--- config.mk ---
export PLATFORM = sky130hd
export DESIGN_NAME = mul8b_seq
export DESIGN_NICKNAME = d
export VERILOG_FILES = /design/src/rtl/mul8b_seq_pkg.sv /design/src/rtl/mul8b_seq_mul4b.sv /design/src/rtl/mul8b_seq.sv
export SDC_FILE = /design/constraint.sdc
export NUM_CORES = 1
export LEC_CHECK = 0
export ABC_AREA = 1
export CELL_PAD_IN_SITES_DETAIL_PLACEMENT = 0
export CELL_PAD_IN_SITES_GLOBAL_PLACEMENT = 1
export CORE_UTILIZATION = 43
export CTS_CLUSTER_SIZE = 10
export DETAILED_ROUTE_END_ITERATION = 8
export GPL_TIMING_DRIVEN = 0
export PLACE_DENSITY_LB_ADDON = 0.1
export SLEW_MARGIN = 20
export SYNTH_ARGS = -nofsm -noshare
export SYNTH_HDL_FRONTEND = slang
export SYNTH_SLANG_ARGS = --single-unit
--- constraint.sdc ---
create_clock -name clk -period 9.35 [get_ports clk]
set_clock_uncertainty 0.1 [all_clocks]
set_input_delay 2.3375 -clock clk [delete_from_list [all_inputs] [get_ports clk]]
set_output_delay 2.3375 -clock clk [all_outputs]
set_load 0.02 [all_outputs]
--- src/rtl/mul8b_seq_pkg.sv ---
// Shared types and constants for the sequential 8x8 multiplier.
// Holds the FSM encoding, widths and the per-step shift table.
package mul8b_seq_pkg;

  localparam int OPW   = 8;
  localparam int PRODW = 16;

  typedef enum logic [1:0] {
    IDLE = 2'd0,
    MUL  = 2'd1,
    DONE = 2'd2
  } state_t;

  function automatic logic [3:0] step_shift(input logic [1:0] step);
    logic [3:0] sh;
    sh = 4'd0;
    unique case (step)
      2'd0: sh = 4'd0;
      2'd1: sh = 4'd4;
      2'd2: sh = 4'd4;
      2'd3: sh = 4'd8;
    endcase
    return sh;
  endfunction

endpackage

--- src/rtl/mul8b_seq_mul4b.sv ---
// Shared 4x4 unsigned multiplier datapath.
// Purely combinational; one partial product per cycle.
module mul4b (
  input  logic [3:0] a,
  input  logic [3:0] b,
  output logic [7:0] p
);

  assign p = a * b;

endmodule

--- src/rtl/mul8b_seq.sv ---
// Sequential 8x8 unsigned multiplier built from one 4x4 multiplier.
// Four MUL cycles accumulate shifted partial products.
module mul8b_seq
  import mul8b_seq_pkg::*;
(
  input  logic             clk,
  input  logic             rst,
  input  logic             in_valid,
  output logic             in_ready,
  input  logic [OPW-1:0]   ina,
  input  logic [OPW-1:0]   inb,
  output logic             out_valid,
  input  logic             out_ready,
  output logic [PRODW-1:0] out,
  output logic             busy
);

  state_t             state;
  state_t             state_nx;
  logic [1:0]         step;
  logic [PRODW-1:0]   acc;
  logic [OPW-1:0]     opa;
  logic [OPW-1:0]     opb;
  logic [3:0]         ma;
  logic [3:0]         mb;
  logic [7:0]         pp;
  logic [PRODW-1:0]   addend;

  mul4b u_mul4b (
    .a (ma),
    .b (mb),
    .p (pp)
  );

  // State register
  always_ff @(posedge clk) begin
    if (rst) state <= IDLE;
    else     state <= state_nx;
  end

  // Next-state logic and nibble selection for the shared multiplier
  always_comb begin
    state_nx = state;
    ma       = 4'd0;
    mb       = 4'd0;
    unique case (state)
      IDLE: begin
        if (in_valid) state_nx = MUL;
      end
      MUL: begin
        ma = step[0] ? opa[7:4] : opa[3:0];
        mb = step[1] ? opb[7:4] : opb[3:0];
        if (step == 2'd3) state_nx = DONE;
      end
      DONE: begin
        if (out_ready) state_nx = IDLE;
      end
      default: state_nx = IDLE;
    endcase
  end

  assign addend = PRODW'(pp) << step_shift(step);

  // Operand capture, step counter and accumulation
  always_ff @(posedge clk) begin
    if (rst) begin
      step <= 2'd0;
      acc  <= '0;
      opa  <= '0;
      opb  <= '0;
    end else begin
      unique case (state)
        IDLE: begin
          if (in_valid) begin
            opa  <= ina;
            opb  <= inb;
            acc  <= '0;
            step <= 2'd0;
          end
        end
        MUL: begin
          acc  <= acc + addend;
          step <= step + 2'd1;
        end
        default: ;
      endcase
    end
  end

  assign in_ready  = (state == IDLE);
  assign out_valid = (state == DONE);
  assign busy      = (state != IDLE);
  assign out       = (state == DONE) ? acc : '0;

endmodule

-- After elaboration in Yosys (flattened, before gate mapping)
Index checks and enable logic that the tools add are counted.
- input bits: 20
- bits in registers: 36
- word-level logic and storage cells: 39
- equality and inequality tests: 8
- reduce and logical (&&, ||, !) cells: 8
- shift-type cells: 1
- multiplexer cells: 14
- multiply operators: 1
- $add $sub $neg: 2
- operators by type and width (cell ; count):
    $mux W16 ; 2
    $pmux W16 S2 ; 1
    $add A16 B16 Y16 ; 1
    $mux W4 ; 4
    $shl A8 B4 Y16 ; 1
    $pmux W4 S3 ; 1
    $mul A4 B4 Y8 ; 1
    $mux W2 ; 4
    $eq A2 B2 Y1 const B ; 3
    $pmux W2 S3 ; 1
    $eq A2 B1 Y1 const B ; 2
    $logic_not A2 Y1 ; 2
    $ne A2 B2 Y1 const B ; 2
    $pmux W2 S2 ; 1
    $reduce_and A2 Y1 ; 2
    $reduce_bool A2 Y1 ; 2
    $reduce_and A3 Y1 ; 1
    $add A2 B1 Y2 const B ; 1
    $ne A2 B1 Y1 const B ; 1
    $reduce_or A2 Y1 ; 1

-- Logic depth before layout (Yosys ltp)
Gate-level depths: netlist (run 1).
- depth in word-level cells: 6
- depth in mapped cells: 28
- gate-level depth less buffers: 28

-- Modules after synthesis
From an unflattened synthesis (run 1), not the netlist that was laid out.
- cells, all modules: 516
- area total of the unflattened synthesis: 3091.7 µm²
- by module, submodules not included (module ; cells each ; seq. area each (µm²) ; area each (µm²) ; instances):
    mul8b_seq ; 446 ; 720.7 ; 2626.3 ; 1
    mul4b ; 70 ; 0.0 ; 465.4 ; 1

-- Least setup slack after synthesis (run 1)
No wires, ideal clock.
- kind: register to register
- start: register state[0]
- end: register acc[13]
- period minus slack after synthesis: 4425 ps
- data required time: 9183 ps
- library setup time: 67 ps
- arrival time: 4258 ps
- stages on the path, launching flop included: 27
- slack: 4925 ps
- cell sequence: dfxtp_1 -> inv_1 -> nor2_4 -> inv_2 -> nor3_1 -> nand2_1 -> fa_1 -> inv_1 -> fa_1 -> inv_1 -> fa_1 -> o21ai_0 -> xnor2_1 -> nand2_1 -> o21ai_0 -> nor2_1 -> ha_1 -> a21o_1 -> inv_1 -> nand3_2 -> nand2_2 -> nand2_2 -> a21oi_2 -> inv_1 -> nand2_1 -> nand3_2 -> a21oi_2
- cells in the longest elaborated chain, start to end: 6
- elaborated cells on any way between the ends: 11
- classes of those cells: add/sub (1); mul (1); eq/ne (2); shift (1); mux (3); reduce/logical (3)
- ends and longest elaborated chain (element ; line ; source):
    start: declaration ; mul8b_seq.sv:18 ; state_t state;
    start signal: assignment ; mul8b_seq.sv:38 ; else state <= state_nx;
    $eq A2 B1 Y1 ; mul8b_seq.sv:46, mul8b_seq.sv:72 ;
    $mux W4 ; mul8b_seq.sv:46 ; unique case (state)
    $mul A4 B4 Y8 ; mul8b_seq_mul4b.sv:9 ; assign p = a * b;
    $shl A8 B4 Y16 ; mul8b_seq.sv:62 ; assign addend = PRODW'(pp) << step_shift(step);
    $add A16 B16 Y16 ; mul8b_seq.sv:82 ; acc <= acc + addend;
    $pmux W16 S2 ; mul8b_seq.sv:72 ; unique case (state)
    end signal: assignment ; mul8b_seq.sv:82 ;
    end: declaration ; mul8b_seq.sv:21 ; logic [PRODW-1:0] acc;
Parallel ways exist; a longest one is shown, timed or not.
A chain may end at the register's enable or synchronous reset.

-- Final worst setup path (run 1)
- start: register state[0]
- end: register acc[15]
The elaborated chain is that of the path after synthesis.

==> out/results.ini, run 1 <==
[outcome]
outcome = complete, no violations

[logic_synthesis]
yosys_most_used_dff = dfxtp_1
syn_area_um2 = 2940
synth_cell_types = 41
async_flop_share_pct = 0
synth.area.top_cells = dfxtp_1 25%, nor2_1 13%, ha_1 12%
synth_area_leader_cell = dfxtp_1
netlist_top_cells_count = 98 x nor2_1, 67 x nand2_1, 53 x inv_1
yosysMostFrequentCell = nor2_1
synthCells = 442
synth-edff-count = 0
ys_seq_area_share_pct = 24.5
synth_top_area_share_pct = 24.5
ys_warn_count = 0
synth_nets = 496
avgSynthCellArea_um2 = 6.64
synth-seq-cells = 36

[floorplanning]
ios = 39
rows = 29
start_util_pct = 45.5
dieHeight_um = 84.6
dieArea_um2 = 7160
core_area_um2 = 6460
die_w_um = 84.6

[sta]
finalSetupViolations = 0
holdWs_ns = 0.390
max_slew_margin_pct = 61.9
fin_ws_ns = 4.27
hold_violations = 0
finalCritPeriodShare_pct = 54.4
fin_tns_setup_ns = 0
grt_setup_unrepaired = false
max_freq_mhz = 197
drv_slew = 0
final.min_clock_period_ns = 5.08
tightestPinTransition_ns = 0.572

[grt]
antenna_found_initial = 0
grt_overflow_total = 0
grt_pass1_vias = 2698
grt_max_degree = 13
grt_usage_pct = 20.8
grt_pass1_wl_um = 11900

[clock_network]
cts_tree = done
h-tree-depth = 2
cts_resized = 0
insertion_delay_ns = 0.30
numCtsBuffers = 5
clkSinkCount = 36
clock-root-buffer = clkbuf_8
clock_path_buffers = 2
cts_hold_buf = 0
post_cts_buffers = 0
clkTransAtPathRegs_ns = 0.08

[critical_path]
rrSetupSlack_ns = 4.27
start_kind = register
worstPathArrival_ns = 5.15
end_kind = register
crit_type = reg2reg
worstPathRequired_ns = 9.42
critPathMaxFanout = 9

[worst_hold_path]
worstHoldPathType = reg2reg

[pwr]
power_frac_clock_pct = 37.9
p_seq_share_pct = 43.7
internal_power_uw = 268
combPwrFrac_pct = 18.3
p_per_area_nw_per_um2 = 108
p_sw_share_pct = 29.5
ir_drop_mv = 0.0558
p_total_uw = 380
p_sw_uw = 112
power.leakage_nw = 1.56

[routing]
first_iter_violations = 70
drc = 0
ant_nets = 0
vias_per_cell = 5.04
routed_wirelength_um = 6870
wire_per_inst_um = 12.2
dr.pass1.iters = 7
dr_total_vias = 2848

[finish]
layout-drive-gt1-share_pct = 8.61
antenna_cells = 0
nFillCells = 690
nNetsFinal = 541
area_delta_synth_final_pct = 20.0
finish.utilization_pct = 54.6

[place]
hpwl_um = 5490
routabilityCongestion = 0.844
portBuffers = 38
place_ws_ns = 4.28

[run]
max_cap_violations = 0

-- cell families after synthesis --
kind of cell / Yosys count / share of synthesized area [%]
AOI/OAI and AO/OA: 91 / 17.1
xor gates and xnor gates: 3 / 0.895
adders and majority gates: 34 / 15.8
and+or+nand+nor: 209 / 31.9
DFF: 36 / 24.5
muxes: 1 / 0.341
buffers and inverters: 68 / 9.50
-- routing by layer --
layer,vias up,GRT usage (%),wire length (um)
met1,1276,24.0,3080
met2,41,39.4,3530
li1,1521,-,-
met3,10,3.44,169
met5,-,0,0
met4,0,5.86,93
-- cell type report --
cell class,instances,area (um^2),share of cell area [%]
Buffer,11,65.1,1.85
Clock buffer,5,68.8,1.95
Clock inverter,3,42.5,1.21
Inverter,57,214,6.07
Multi-Input combinational cell,338,1940,55.0
Sequential cell,36,721,20.4
Tap cell,77,96.3,2.73
Timing Repair Buffer,38,380,10.8
-- final timing paths --
check / cells past startpoint / startpoint / endpoint
worst max register to register: 27 / state[0] / acc[15]
worst max-delay path: 27 / state[0] / acc[15]
worst min register to register: 2 / opb[7] / opb[7]
worst min-delay path: 2 / opb[7] / opb[7]
-- registers in the layout, indices dropped and copies added (netlist names) --
signal and count:
step 2, state 2, opb 8, acc 16, opa 8
-- power by group through the flow --
stage	Combinational, mW	Clock (mW)	Sequential (mW)
2_1_floorplan	0.0480	0	0.168
3_3_place_gp	0.0695	0	0.169
3_5_place_dp	0.0703	0	0.170
4_1_cts	0.0706	0.147	0.166
5_1_grt	0.0792	0.155	0.167
6_report	0.0696	0.144	0.166
-- stage by stage --
stage / instances / area [um^2]
after detailed placement: 557 / 3410
after floorplan: 442 / 2940
after global placement: 557 / 3410
final: 565 / 3520
after CTS: 565 / 3520
after global routing: 565 / 3520
-- layout by cell type (no fill, tap or decap), drive strengths merged --
master	synthesis	final
clkdlybuf4s50	0	38
nor3	8	8
nand4	5	5
a21oi	40	40
mux2i	1	1
o22ai	2	2
a31o	1	1
bufinv	0	1
or2	4	4
buf	5	5
inv	56	56
and2	1	1
a21o	3	3
clkinvlp	0	1
fa	5	5
o21ai	37	37
nor2	100	100
o21bai	3	3
nand2	73	73
a21boi	1	1
clkbuf	6	11
o21a	1	1
clkinv	1	2
ha	29	29
a211oi	1	1
xor2	1	1
nand3	18	18
xnor2	2	2
dfxtp	36	36
a31oi	2	2
-- critical path, cell delays in order (launching register included) --
cell,delay (ns)
dfxtp_1,0.33
inv_1,0.07
nor2_4,0.18
inv_2,0.12
nor3_1,0.28
nand2_1,0.13
fa_1,0.56
inv_1,0.06
fa_1,0.55
inv_1,0.06
fa_1,0.45
o21ai_0,0.22
xnor2_1,0.19
nand2_1,0.07
o21ai_0,0.18
nor2_1,0.11
ha_1,0.37
nand2_1,0.11
nor2_1,0.11
nand2_1,0.07
nand3_2,0.10
nand2_2,0.06
nand2_2,0.10
nand2_1,0.06
nand2_1,0.08
nand3_1,0.08
nand3_1,0.08
a21oi_1,0.06
(Power assumes the default switching activity.)
==> run 2: changes to the inputs <==
--- a/config.mk
+++ b/config.mk
@@ -8,7 +8,7 @@
 export ABC_AREA = 1
 export CELL_PAD_IN_SITES_DETAIL_PLACEMENT = 0
 export CELL_PAD_IN_SITES_GLOBAL_PLACEMENT = 1
-export CORE_UTILIZATION = 43
+export CORE_UTILIZATION = 40
 export CTS_CLUSTER_SIZE = 10
 export DETAILED_ROUTE_END_ITERATION = 8
 export GPL_TIMING_DRIVEN = 0
==> constraint.sdc (replaced) <==
create_clock -name clk -period 5 [get_ports clk]
set_clock_uncertainty 0.1 [all_clocks]
set_input_delay 1.25 -clock clk [delete_from_list [all_inputs] [get_ports clk]]
set_output_delay 1.25 -clock clk [all_outputs]
set_load 0.02 [all_outputs]
==> run 2 against run 1 <==
  * Clock power rose by 84%
  * First-iteration DRC count increased by 120%
  * Cell count increased by 3.9%
  * Non-clock buffer count up 3
  * Via count is 0.60% higher
  * Fmax grew 6.0%
  * Sequential share of layout area fell by 0.62 points
  * Clock-buffer cell count did not move
==> out/results.ini, run 2 (synthesis results as in run 1) <==
[pwr]
p_per_area_nw_per_um2 = 198  ; +84%
p_seq_share_pct = 43.2  ; -0.5 points
p_sw_share_pct = 29.7  ; +0.19 points
combPwrFrac_pct = 20.0  ; +1.7 points
ir_drop_mv = 0.0901  ; +61%
power.leakage_nw = 1.58  ; +1.2%
p_total_uw = 720  ; +90%
p_sw_uw = 214  ; +91%
internal_power_uw = 506  ; +89%
power_frac_clock_pct = 36.8  ; -1.1 points

[routing]
drc = 0  ; unchanged
vias_per_cell = 4.88  ; -3.2%
ant_nets = 0  ; unchanged
wire_per_inst_um = 12.6  ; +3.5%
dr_total_vias = 2865  ; +0.60%
dr.pass1.iters = 4  ; -3
routed_wirelength_um = 7390  ; +7.5%
first_iter_violations = 152  ; +120%

[floorplanning]
core_area_um2 = 6940  ; +7.5%
dieHeight_um = 87.7  ; +3.6%
dieArea_um2 = 7690  ; +7.3%
start_util_pct = 42.3  ; -3.2 points
die_w_um = 87.7  ; +3.6%
rows = 30  ; +3.4%
ios = 39  ; unchanged

[clock_network]
h-tree-depth = 2  ; unchanged
cts_hold_buf = 0  ; unchanged
numCtsBuffers = 5  ; unchanged
clkTransAtPathRegs_ns = 0.08  ; about the same
clock_path_buffers = 2  ; unchanged
cts_tree = done
clock-root-buffer = clkbuf_8
clkSinkCount = 36  ; unchanged
insertion_delay_ns = 0.29  ; about the same

[grt]
antenna_found_initial = 0  ; unchanged
grt_usage_pct = 20.7  ; -0.18 points
grt_pass1_vias = 2615  ; -3.1%
grt_max_degree = 13  ; unchanged
grt_pass1_wl_um = 12300  ; +2.9%
grt_overflow_total = 0  ; unchanged

[critical_path]
critPathMaxStageDelay_ns = 0.56  ; about the same
critPathMaxFanout = 9  ; unchanged
r2r-start = state[0]
r2r.worst_path.cells = 26  ; -3.7%
worstPathRequired_ns = 5.12  ; -4.30 ns
end_kind = register
crit_type = reg2reg
worstPathArrival_ns = 4.91  ; -0.24 ns
start_kind = register
regToRegEndpoint = acc[13]
crit_slowest_cell = fa_1
rrSetupSlack_ns = 0.20  ; -4.06 ns
crit_top_cell = inv_1

[finish]
final_cell_mix = 97 x nor2_1, 67 x nand2_1, 52 x inv_1, 38 x clkdlybuf4s50_1, 37 x a21oi_1
area_delta_synth_final_pct = 24.0
nNetsFinal = 544  ; +0.55%
layout-drive-gt1-share_pct = 11.4  ; +2.8 points
regArea_um2 = 722  ; +0.17%
final_common_cell = nor2_1
top_register = acc
nFillCells = 730  ; +5.8%
multiInputGateArea_um2 = 2000  ; +3.4%
largest_reg_flops = 16  ; unchanged
reg_top3 = acc: 16 flops, opa: 8 flops, opb: 8 flops
antenna_cells = 0  ; unchanged

[sta]
hold_violations = 0  ; unchanged
final.min_clock_period_ns = 4.80  ; -0.286 ns
max_slew_margin_pct = 60.8  ; -1.0 points
drv_slew = 0  ; unchanged
holdWs_ns = 0.386  ; -0.00370 ns
finalCritPeriodShare_pct = 95.9  ; +42 points
fin_ws_ns = 0.203  ; -4.06 ns
finalSetupViolations = 0  ; unchanged
max_freq_mhz = 208  ; +6.0%
tightestPinTransition_ns = 0.588  ; +0.0156 ns

[worst_hold_path]
hold_path_end = opa[4]
hp-start = opa[4]
min_delay_path_depth = 2  ; unchanged
worstHoldPathType = reg2reg

[place]
portBuffers = 38  ; unchanged
place_ws_ns = -0.0853  ; -4.37 ns
routabilityCongestion = 0.788  ; -6.7%
hpwl_um = 5860  ; +6.8%

[run]
max_cap_violations = 0  ; unchanged

[outcome]
outcome = complete, no violations

run 2: how the worst max path moves through the flow:
stage                     startpoint       to  slack (ns)
after floorplan             state[0]  acc[13]        0.57
after global placement      state[0]  acc[15]      -0.003
after detailed placement    state[0]  acc[13]       -0.09
after CTS                   state[0]  acc[13]       0.004
after global routing        state[0]  acc[15]       -0.03
final                       state[0]  acc[13]        0.20
run 2: layout make-up:
type / instances / area share, %
Clock buffer: 5 / 1.89
Buffer: 11 / 1.79
Sequential cell: 36 / 19.8
Inverter: 57 / 5.95
Clock inverter: 3 / 1.17
Tap cell: 96 / 3.30
Multi-Input combinational cell: 338 / 55.0
Timing Repair Buffer: 41 / 11.1
run 2: metal layers:
layer,up-vias,GRT usage (%),share of wire (%)
li1,1537,-,-
met1,1282,28.3,51
met5,-,0,0
met4,0,4.92,0.53
met2,42,34.3,46
met3,4,2.83,2.9
run 2: worst max-delay path, delay by kind of cell, from the launching register on:
family / cells / cell delay (ns)
buffers and inverters: 6 / 0.43
adder cells (fa/ha/maj): 4 / 1.92
flip-flops: 1 / 0.34
AND/OR/NAND/NOR: 10 / 1.02
XOR/XNOR: 1 / 0.15
AO/OA/AOI/OAI: 5 / 0.75
run 2: what timing repair did:
item / CTS / global route
pin swaps: 0 / 3
setup endpoints to repair: 4 / 10
gates resized for setup: 4 / 14
endpoints found under the hold margin: 0 / 0
buffers inserted: 0 / 3
run 2: power groups by stage:
| stage | logic [mW] | clock network [mW] | registers (mW) |
|---|---|---|---|
| finish | 0.144 | 0.265 | 0.311 |
| global route | 0.161 | 0.283 | 0.313 |
| global placement | 0.131 | 0 | 0.317 |
| CTS | 0.134 | 0.273 | 0.310 |
| floorplan | 0.0897 | 0 | 0.315 |
| detailed placement | 0.132 | 0 | 0.317 |
run 2: per-stage QoR:
step	cells	cell area [um^2]	TNS (ns)	util [%]
global route	587	3640	-0.0493	52.4
finish	587	3640	0	52.4
floorplan	442	2940	0	-
global placement	576	3440	-0.00313	49.5
CTS	584	3570	0	51.4
detailed placement	576	3440	-0.175	49.5
